## config.mk

```make
export PLATFORM = sky130hd
export DESIGN_NAME = sargantana_icache_mshr
export DESIGN_NICKNAME = d
export VERILOG_FILES = /design/src/rtl/sargantana_icache_pkg.sv /design/src/rtl/sargantana_icache_rr_arbiter.sv /design/src/rtl/sargantana_icache_mshr.sv
export SDC_FILE = /design/constraint.sdc
export NUM_CORES = 2
export LEC_CHECK = 0
export CAP_MARGIN = 40
export CORE_MARGIN = 10
export CORE_UTILIZATION = 57
export CTS_CLUSTER_DIAMETER = 40
export DETAILED_ROUTE_END_ITERATION = 10
export GPL_TIMING_DRIVEN = 0
export PLACE_DENSITY = 0.82
export SYNTH_ARGS = -nofsm -noshare
export SYNTH_HDL_FRONTEND = slang
export SYNTH_SLANG_ARGS = --single-unit
export TNS_END_PERCENT = 20
```

## constraint.sdc

```tcl
create_clock -name clk_i -period 8.1 [get_ports clk_i]
set_input_delay 1.215 -clock clk_i [delete_from_list [all_inputs] [get_ports clk_i]]
set_output_delay 1.215 -clock clk_i [all_outputs]
set_load 0.05 [all_outputs]
```

## src/rtl/sargantana_icache_pkg.sv

```systemverilog
// sargantana_icache_pkg: shared MSHR entry types for the instruction-cache miss path.
// Address, way and counter fields use fixed maximum widths so the struct serves any parameterisation.
package sargantana_icache_pkg;
  localparam int MAX_PADDR_W = 64;
  localparam int MAX_WAY_W = 8;
  localparam int MAX_CNT_W = 8;
  typedef enum logic [1:0] {IDLE, WAIT_ISSUE, WAIT_RESP, FILL} mshr_state_e;
  typedef struct packed {
    mshr_state_e state;
    logic [MAX_PADDR_W-1:0] paddr;
    logic [MAX_WAY_W-1:0] way;
    logic prefetch;
    logic killed;
    logic keep;
    logic [MAX_CNT_W-1:0] cnt;
  } mshr_entry_t;
endpackage

```

## src/rtl/sargantana_icache_rr_arbiter.sv

```systemverilog
// sargantana_icache_rr_arbiter: N-input round-robin arbiter with one-hot grant.
// The pointer parks on an unaccepted grant, so the presented id stays stable until ack.
module sargantana_icache_rr_arbiter #(
  parameter int N = 4,
  localparam int ID_W = $clog2(N)
) (
  input  logic            clk,
  input  logic            rst,
  input  logic [N-1:0]    req,
  input  logic            ack,
  output logic [N-1:0]    grant,
  output logic [ID_W-1:0] grant_id
);
  logic [ID_W-1:0] ptr, idx;
  always_comb begin
    grant = '0;
    grant_id = ptr;
    idx = ptr;
    // scanned from farthest to nearest so the requester closest to ptr wins
    for (int k = N - 1; k >= 0; k--) begin
      idx = ptr + ID_W'(k);
      if (req[idx]) begin
        grant = '0;
        grant[idx] = 1'b1;
        grant_id = idx;
      end
    end
  end
  always_ff @(posedge clk or posedge rst) begin
    if (rst) ptr <= '0;
    else if (|req) ptr <= ack ? grant_id + ID_W'(1) : grant_id;
  end
endmodule

```

## src/rtl/sargantana_icache_mshr.sv

```systemverilog
// sargantana_icache_mshr: miss status holding registers for the instruction cache.
// Tracks outstanding line misses, issues fill requests, gathers beats and emits whole lines.
module sargantana_icache_mshr
  import sargantana_icache_pkg::*;
#(
  parameter int N_ENTRIES = 4,
  parameter int PADDR_W = 40,
  parameter int LINE_W = 256,
  parameter int BEAT_W = 128,
  parameter int WAY_W = 2,
  parameter bit PREFETCH_EN = 1'b0,
  localparam int ID_W = $clog2(N_ENTRIES)
) (
  input  logic               clk_i,
  input  logic               rst_i,
  input  logic               miss_valid_i,
  output logic               miss_ready_o,
  input  logic [PADDR_W-1:0] miss_paddr_i,
  input  logic [WAY_W-1:0]   miss_way_i,
  input  logic               kill_i,
  output logic               req_valid_o,
  input  logic               req_ready_i,
  output logic [PADDR_W-1:0] req_paddr_o,
  output logic [ID_W-1:0]    req_id_o,
  input  logic               resp_valid_i,
  input  logic [ID_W-1:0]    resp_id_i,
  input  logic [BEAT_W-1:0]  resp_data_i,
  input  logic               inv_valid_i,
  input  logic [PADDR_W-1:0] inv_paddr_i,
  output logic               fill_valid_o,
  output logic [PADDR_W-1:0] fill_paddr_o,
  output logic [WAY_W-1:0]   fill_way_o,
  output logic [LINE_W-1:0]  fill_data_o,
  output logic               fill_keep_o,
  output logic               full_o,
  output logic               busy_o
);
  localparam int BEATS = LINE_W / BEAT_W;
  localparam int CNT_W = BEATS > 1 ? $clog2(BEATS) : 1;
  localparam int OFF = $clog2(LINE_W / 8);
  mshr_entry_t e [N_ENTRIES];
  logic [BEATS-1:0][BEAT_W-1:0] dbuf [N_ENTRIES];
  logic [N_ENTRIES-1:0] idle, merge_hit, pf_hit, inv_hit, issue_req, grant, dem_oh, pf_oh;
  logic [ID_W-1:0] grant_id, fill_id;
  logic pf_pend, pf_go, fill_any, merge, alloc, miss_fire, req_fire, resp_ok;
  logic [PADDR_W-1:0] pf_addr;
  logic [WAY_W-1:0] pf_way;
  function automatic logic same_line(input logic [MAX_PADDR_W-1:0] a, input logic [PADDR_W-1:0] b);
    return (a >> OFF) == (MAX_PADDR_W'(b) >> OFF);
  endfunction
  always_comb begin
    idle = '0;
    merge_hit = '0;
    pf_hit = '0;
    inv_hit = '0;
    issue_req = '0;
    fill_any = 1'b0;
    fill_id = '0;
    for (int i = 0; i < N_ENTRIES; i++) begin
      idle[i] = e[i].state == IDLE;
      issue_req[i] = e[i].state == WAIT_ISSUE;
      merge_hit[i] = !idle[i] && !e[i].killed && same_line(e[i].paddr, miss_paddr_i);
      pf_hit[i] = !idle[i] && same_line(e[i].paddr, pf_addr);
      inv_hit[i] = inv_valid_i && !idle[i] && same_line(e[i].paddr, inv_paddr_i);
      if (e[i].state == FILL) begin
        fill_any = 1'b1;
        fill_id = ID_W'(i);
      end
    end
  end
  assign merge = |merge_hit;
  assign miss_ready_o = !kill_i && (|idle || merge);
  assign miss_fire = miss_valid_i && miss_ready_o;
  assign alloc = miss_fire && !merge;
  // a demand allocation of the same line this cycle already covers the prefetch
  assign pf_go = pf_pend && !(|pf_hit) && !(alloc && same_line(MAX_PADDR_W'(miss_paddr_i), pf_addr));
  always_comb begin
    dem_oh = '0;
    pf_oh = '0;
    for (int i = 0; i < N_ENTRIES; i++)
      if (alloc && idle[i] && dem_oh == '0) dem_oh[i] = 1'b1;
    for (int i = 0; i < N_ENTRIES; i++)
      if (pf_go && idle[i] && !dem_oh[i] && pf_oh == '0) pf_oh[i] = 1'b1;
  end
  sargantana_icache_rr_arbiter #(.N(N_ENTRIES)) u_arb (
    .clk(clk_i), .rst(rst_i), .req(issue_req), .ack(req_ready_i), .grant(grant), .grant_id(grant_id)
  );
  assign req_valid_o = |issue_req;
  assign req_fire = req_valid_o && req_ready_i;
  assign req_id_o = grant_id;
  assign req_paddr_o = PADDR_W'(e[grant_id].paddr);
  assign resp_ok = resp_valid_i && e[resp_id_i].state == WAIT_RESP;
  assign fill_valid_o = fill_any && !e[fill_id].killed;
  assign fill_keep_o = fill_valid_o && e[fill_id].keep && !inv_hit[fill_id];
  assign fill_paddr_o = PADDR_W'(e[fill_id].paddr);
  assign fill_way_o = WAY_W'(e[fill_id].way);
  assign fill_data_o = dbuf[fill_id];
  assign full_o = ~|idle;
  assign busy_o = ~&idle;
  always_ff @(posedge clk_i or posedge rst_i) begin
    if (rst_i) begin
      for (int i = 0; i < N_ENTRIES; i++) e[i] <= '0;
      pf_pend <= 1'b0;
      pf_addr <= '0;
      pf_way <= '0;
    end else begin
      pf_pend <= PREFETCH_EN && alloc;
      if (alloc) begin
        pf_addr <= miss_paddr_i + PADDR_W'(LINE_W / 8);
        pf_way <= miss_way_i;
      end
      for (int i = 0; i < N_ENTRIES; i++) begin
        if (inv_hit[i]) e[i].keep <= 1'b0;
        if (miss_fire && merge_hit[i]) e[i].prefetch <= 1'b0;
        case (e[i].state)
          IDLE: if (dem_oh[i] || pf_oh[i])
            e[i] <= '{state: WAIT_ISSUE, paddr: MAX_PADDR_W'(dem_oh[i] ? miss_paddr_i : pf_addr),
                      way: MAX_WAY_W'(dem_oh[i] ? miss_way_i : pf_way), prefetch: pf_oh[i],
                      killed: 1'b0, keep: 1'b1, cnt: '0};
          // an accepted request must collect its beats even if killed, so the id is not reused early
          WAIT_ISSUE: if (req_fire && grant[i]) begin
            e[i].state <= WAIT_RESP;
            e[i].killed <= kill_i && !e[i].prefetch;
          end else if (kill_i && !e[i].prefetch) e[i].state <= IDLE;
          WAIT_RESP: begin
            if (kill_i && !e[i].prefetch) e[i].killed <= 1'b1;
            if (resp_ok && resp_id_i == ID_W'(i)) begin
              e[i].state <= e[i].cnt == MAX_CNT_W'(BEATS - 1) ? FILL : WAIT_RESP;
              e[i].cnt <= e[i].cnt == MAX_CNT_W'(BEATS - 1) ? '0 : e[i].cnt + MAX_CNT_W'(1);
            end
          end
          default: e[i].state <= IDLE;
        endcase
      end
    end
  end
  always_ff @(posedge clk_i)
    if (resp_ok) dbuf[resp_id_i][CNT_W'(e[resp_id_i].cnt)] <= resp_data_i;
endmodule

```

==> key figures <==
Yosys
  • Post-Synthesis Cell Area: 0.0544 mm^2
  • Number of different library cells in the post-synthesis netlist: 69
  • Mean cell area of the mapped netlist: about 13 um^2
  • Count of warnings emitted by yosys: 0
  • Async SR Flop Fraction: around 18%
  • Number of enable-type register cells in the synthesized netlist: 1024
  • Cell count after synthesis: just over 4000
  • Number of synthesized register bits: 1246
  • Portion of the post-synthesis area used by sequential elements: between 60% and 70%
  • Syn nets: roughly 4400
  • Ys flop type: sky130_fd_sc_hd__edfxtp_1

Timing
  • RSZ-0062 raised after global routing: false
  • Clk_skew: roughly 41 ps
  • Peak clock frequency supported by timing: around 140 MHz
  • Final Cycle Share: 86.7%
  • Sum of negative setup slack: 0 ps
  • Hold slack: ~490 ps
  • Final max-slew violation count: 0
  • Worst slew pin tran: ~950 ps
  • Setup violators final: 0
  • Shortest clock period the worst path allows after layout: about 7000 ps
  • Post-layout worst setup margin: around 1100 ps
  • Slew HR: approximately 37%
  • Count of endpoints failing hold in the final timing report: 0

Power and ir drop
  • Tot Pwr: around 0.026 W
  • Net load switching power: roughly 0.011 W
  • Fraction of power consumed by combinational cells: between 30% and 40%
  • Part of the total power dissipated in the clock network: a little over a quarter
  • Int Power: between 0.01 and 0.015 W
  • Portion of total power attributed to sequential cells: 33.0%
  • Largest vdd supply drop: a little over 0.3 mV
  • Power per cell area: approximately 380 mW/mm^2
  • Leakage power figure: around 23 nW
  • Switching power share of the total: 41.5%

Placed design
  • Worst slack after detailed placement: ~1900 ps
  • Hpwl dp: between 100000 and 150000 um
  • Last weighted congestion value of the routability-driven placer: a little over 1
  • PortBufs: between 500 and 600

Drt
  • DR vias/cell: about 6.2
  • First-pass iteration count of the detailed router: 7
  • Top layer used by detailed routing: met5
  • Total met3 wirelength after detailed routing: about 21000 um
  • Vias after detailed routing: 39000
  • Post-route met1 wirelength: 67800 um
  • Average wire per standard cell: 30.3 um
  • Post-route DRC: 0
  • Total length of routed met2 wires: between 90000 and 100000 um
  • WL final: ~190000 um
  • Starting DRT DRC Count: slightly below 5000
  • Antenna viol nets, final: 0

Floorplanning
  • Horiz. Die Dim: 329 um
  • Die Area: between 0.1 and 0.15 mm^2
  • Initial Util: 57.4%
  • Std-Cell Rows: about 110
  • Boundary Pins: approximately 570
  • Vert. Die Dim: around 330 um
  • Placeable core region: ~0.095 mm^2

Critical path
  • Maximum fanout along the worst path: 10
  • Series of cell instances along the critical path: inv_1, ha_1, clkbuf_1, mux4_2, nor2b_1, o21bai_1, xnor2_2, inv_2, buf_2, buf_2, buf_2, nand2_1, a31oi_1, clkdlybuf4s50_1
  • Slowest cell on crit path: sky130_fd_sc_hd__clkdlybuf4s50_1
  • Family with the most delay on the worst path: buffers and inverters
  • Source of the critical timing path: e[339]$_DFFE_PP0P_
  • Highest cell delay on the worst timing path: ~900 ps
  • Critical Path End Type: primary output
  • Crit path top cell by count: sky130_fd_sc_hd__buf_2
  • CP Data Arrival Time: roughly 5800 ps
  • Beginning of the worst register-to-register path: e[143]$_DFFE_PP0P_
  • Category of the most critical setup path: register to primary output
  • Number of buffer and inverter instances along the worst setup path: 7
  • Startpoint types: register
  • Data required time of the critical path: between 6000 and 7000 ps

Clocking
  • Clock-pin slew reported for the worst setup and hold paths after clock tree synthesis: approximately 50 ps
  • Clock Root Buffer: sky130_fd_sc_hd__clkbuf_16
  • Clock Tree Buf Depth: 3
  • Insertion delay to the later sink of the worst-skew pair: 770 ps
  • Post CTS Setup Buffer Count: 0
  • Count of instances resized after the clock tree is built: 0
  • Number of H-tree branching levels: 4
  • Clock tree from TritonCTS: done
  • Total of hold buffers inserted after clock tree synthesis: 0
  • Num Clock Sinks: between 1000 and 1500
  • Cts bufs inserted: roughly 160

Hold path
  • Hold Crit Start: e[11]$_DFFE_PP0P_
  • Type of the worst min-delay path: register to register

Layout
  • Ratio of cells with drive above 1 in the final layout: about a tenth
  • Final-stage net count: around 5100
  • Synthesis-to-finish area growth: 24.7%

Global route
  • Initial antenna violation count: 23
  • Number of global-route vias before repair: between 30000 and 40000
  • Maximum number of pins on one net before global-route repair: 101
  • Remaining global-route overflow: 0
  • Global-route wire length before repair: 272000 um
  • Global-route total usage across every layer: about a third

Outcome
  • Result of the run: finished clean

Job
  • Max capacitance violation total: 0
## flip-flops by register name, summed over array words and instances, names as in the netlist
register and count:
dbuf 1024, e 220, u_arb.ptr 2
## per-layer routing
| metal | track usage (%) | up-vias |
|---|---|---|
| met5 | 0 | - |
| met4 | 15.5 | 32 |
| met3 | 9.77 | 460 |
| met2 | 56.8 | 2387 |
| met1 | 42.2 | 19400 |
| li1 | - | 16700 |
## final timing paths
check	end	slack, ps	cells after the start
min in group asynchronous	e[192]$_DFFE_PP0P_	890	2
setup reg to reg	e[276]$_DFFE_PP0P_	4070	9
max in group asynchronous	e[30]$_DFFE_PP0P_	6290	3
setup / recovery	req_paddr_o[4]	1080	14
hold / removal	e[11]$_DFFE_PP0P_	490	1
hold reg to reg	e[11]$_DFFE_PP0P_	490	1
## synthesized netlist by cell type, types with 6 or more instances
cell type	number	share of area (%)
sky130_fd_sc_hd__a211oi_1	42	0.58
sky130_fd_sc_hd__a21oi_1	308	2.8
sky130_fd_sc_hd__a221oi_1	6	0.097
sky130_fd_sc_hd__a22o_1	6	0.097
sky130_fd_sc_hd__a31oi_1	45	0.52
sky130_fd_sc_hd__and2_0	16	0.18
sky130_fd_sc_hd__and2_1	27	0.31
sky130_fd_sc_hd__and3_1	17	0.20
sky130_fd_sc_hd__buf_1	46	0.32
sky130_fd_sc_hd__buf_2	51	0.47
sky130_fd_sc_hd__buf_6	9	0.19
sky130_fd_sc_hd__clkbuf_1	161	1.1
sky130_fd_sc_hd__dfrtp_1	222	10
sky130_fd_sc_hd__edfxtp_1	1024	56
sky130_fd_sc_hd__ha_1	32	0.74
sky130_fd_sc_hd__inv_1	32	0.22
sky130_fd_sc_hd__mux2_1	61	1.3
sky130_fd_sc_hd__mux2_2	73	1.5
sky130_fd_sc_hd__mux2_4	37	1.0
sky130_fd_sc_hd__mux2i_1	304	5.6
sky130_fd_sc_hd__nand2_1	425	2.9
sky130_fd_sc_hd__nand2b_1	12	0.14
sky130_fd_sc_hd__nand3_1	17	0.16
sky130_fd_sc_hd__nand4_1	51	0.59
sky130_fd_sc_hd__nor2_1	340	2.3
sky130_fd_sc_hd__nor2b_1	16	0.18
sky130_fd_sc_hd__nor3_1	10	0.092
sky130_fd_sc_hd__nor4_1	39	0.45
sky130_fd_sc_hd__o21ai_0	335	3.1
sky130_fd_sc_hd__o21ai_1	6	0.055
sky130_fd_sc_hd__o31ai_1	15	0.21
sky130_fd_sc_hd__xnor2_1	159	2.6
sky130_fd_sc_hd__xor2_1	122	2.0
## cell families (layout without fill, tap and decap cells)
family                   after synthesis  count (layout)  synth area share (%)
flip-flops                          1246            1246                  66.7
XOR/XNOR                             282             282                  4.55
AO/OA/AOI/OAI                        809             809                  8.19
adder cells (fa/ha/maj)               32              32                 0.735
buffers and inverters                304            1183                  2.37
multiplexers                         479             479                  9.55
other                                  0              14                     0
AND/OR/NAND/NOR                      990             990                  7.92
## cell usage in the layout (no fill, tap or decap), types with 45 or more instances in the layout
master	instances
sky130_fd_sc_hd__a21oi_1	308
sky130_fd_sc_hd__a31oi_1	45
sky130_fd_sc_hd__buf_1	46
sky130_fd_sc_hd__buf_2	56
sky130_fd_sc_hd__clkbuf_1	186
sky130_fd_sc_hd__clkbuf_16	161
sky130_fd_sc_hd__clkdlybuf4s50_1	515
sky130_fd_sc_hd__dfrtp_1	222
sky130_fd_sc_hd__edfxtp_1	1024
sky130_fd_sc_hd__mux2_1	61
sky130_fd_sc_hd__mux2_2	73
sky130_fd_sc_hd__mux2i_1	304
sky130_fd_sc_hd__nand2_1	425
sky130_fd_sc_hd__nand4_1	51
sky130_fd_sc_hd__nor2_1	332
sky130_fd_sc_hd__o21ai_0	335
sky130_fd_sc_hd__xnor2_1	159
sky130_fd_sc_hd__xor2_1	122
## power groups by stage
stage                     Sequential, W  Clock [W]  Combinational (W)
after floorplan                 0.00825          0            0.00620
after global placement          0.00859          0            0.00982
after detailed placement        0.00855          0             0.0100
after CTS                       0.00843    0.00700             0.0101
after global routing            0.00852    0.00726             0.0105
final                           0.00846    0.00698             0.0102
## area by class of cell
cell class | count | area [um^2]
flip-flops and latches | 1246 | 36300
fillers | 6037 | 27000
multi-input cells | 2592 | 16900
repair buffers | 590 | 6520
clock buffers | 194 | 4220
well taps | 1265 | 1580
plain buffers | 271 | 1160
clock inverters | 95 | 1020
inverters | 33 | 131
diodes | 14 | 35.0
## per-stage QoR
step	utilization, %	cells	cell area [um^2]
2_1_floorplan	-	4142	54400
3_3_place_gp	64.5	5922	61200
3_5_place_dp	66.0	5995	62600
4_1_cts	71.5	6284	67800
5_1_grt	71.5	6289	67900
6_report	71.6	6300	67900
Power figures use the tool's default switching activity.
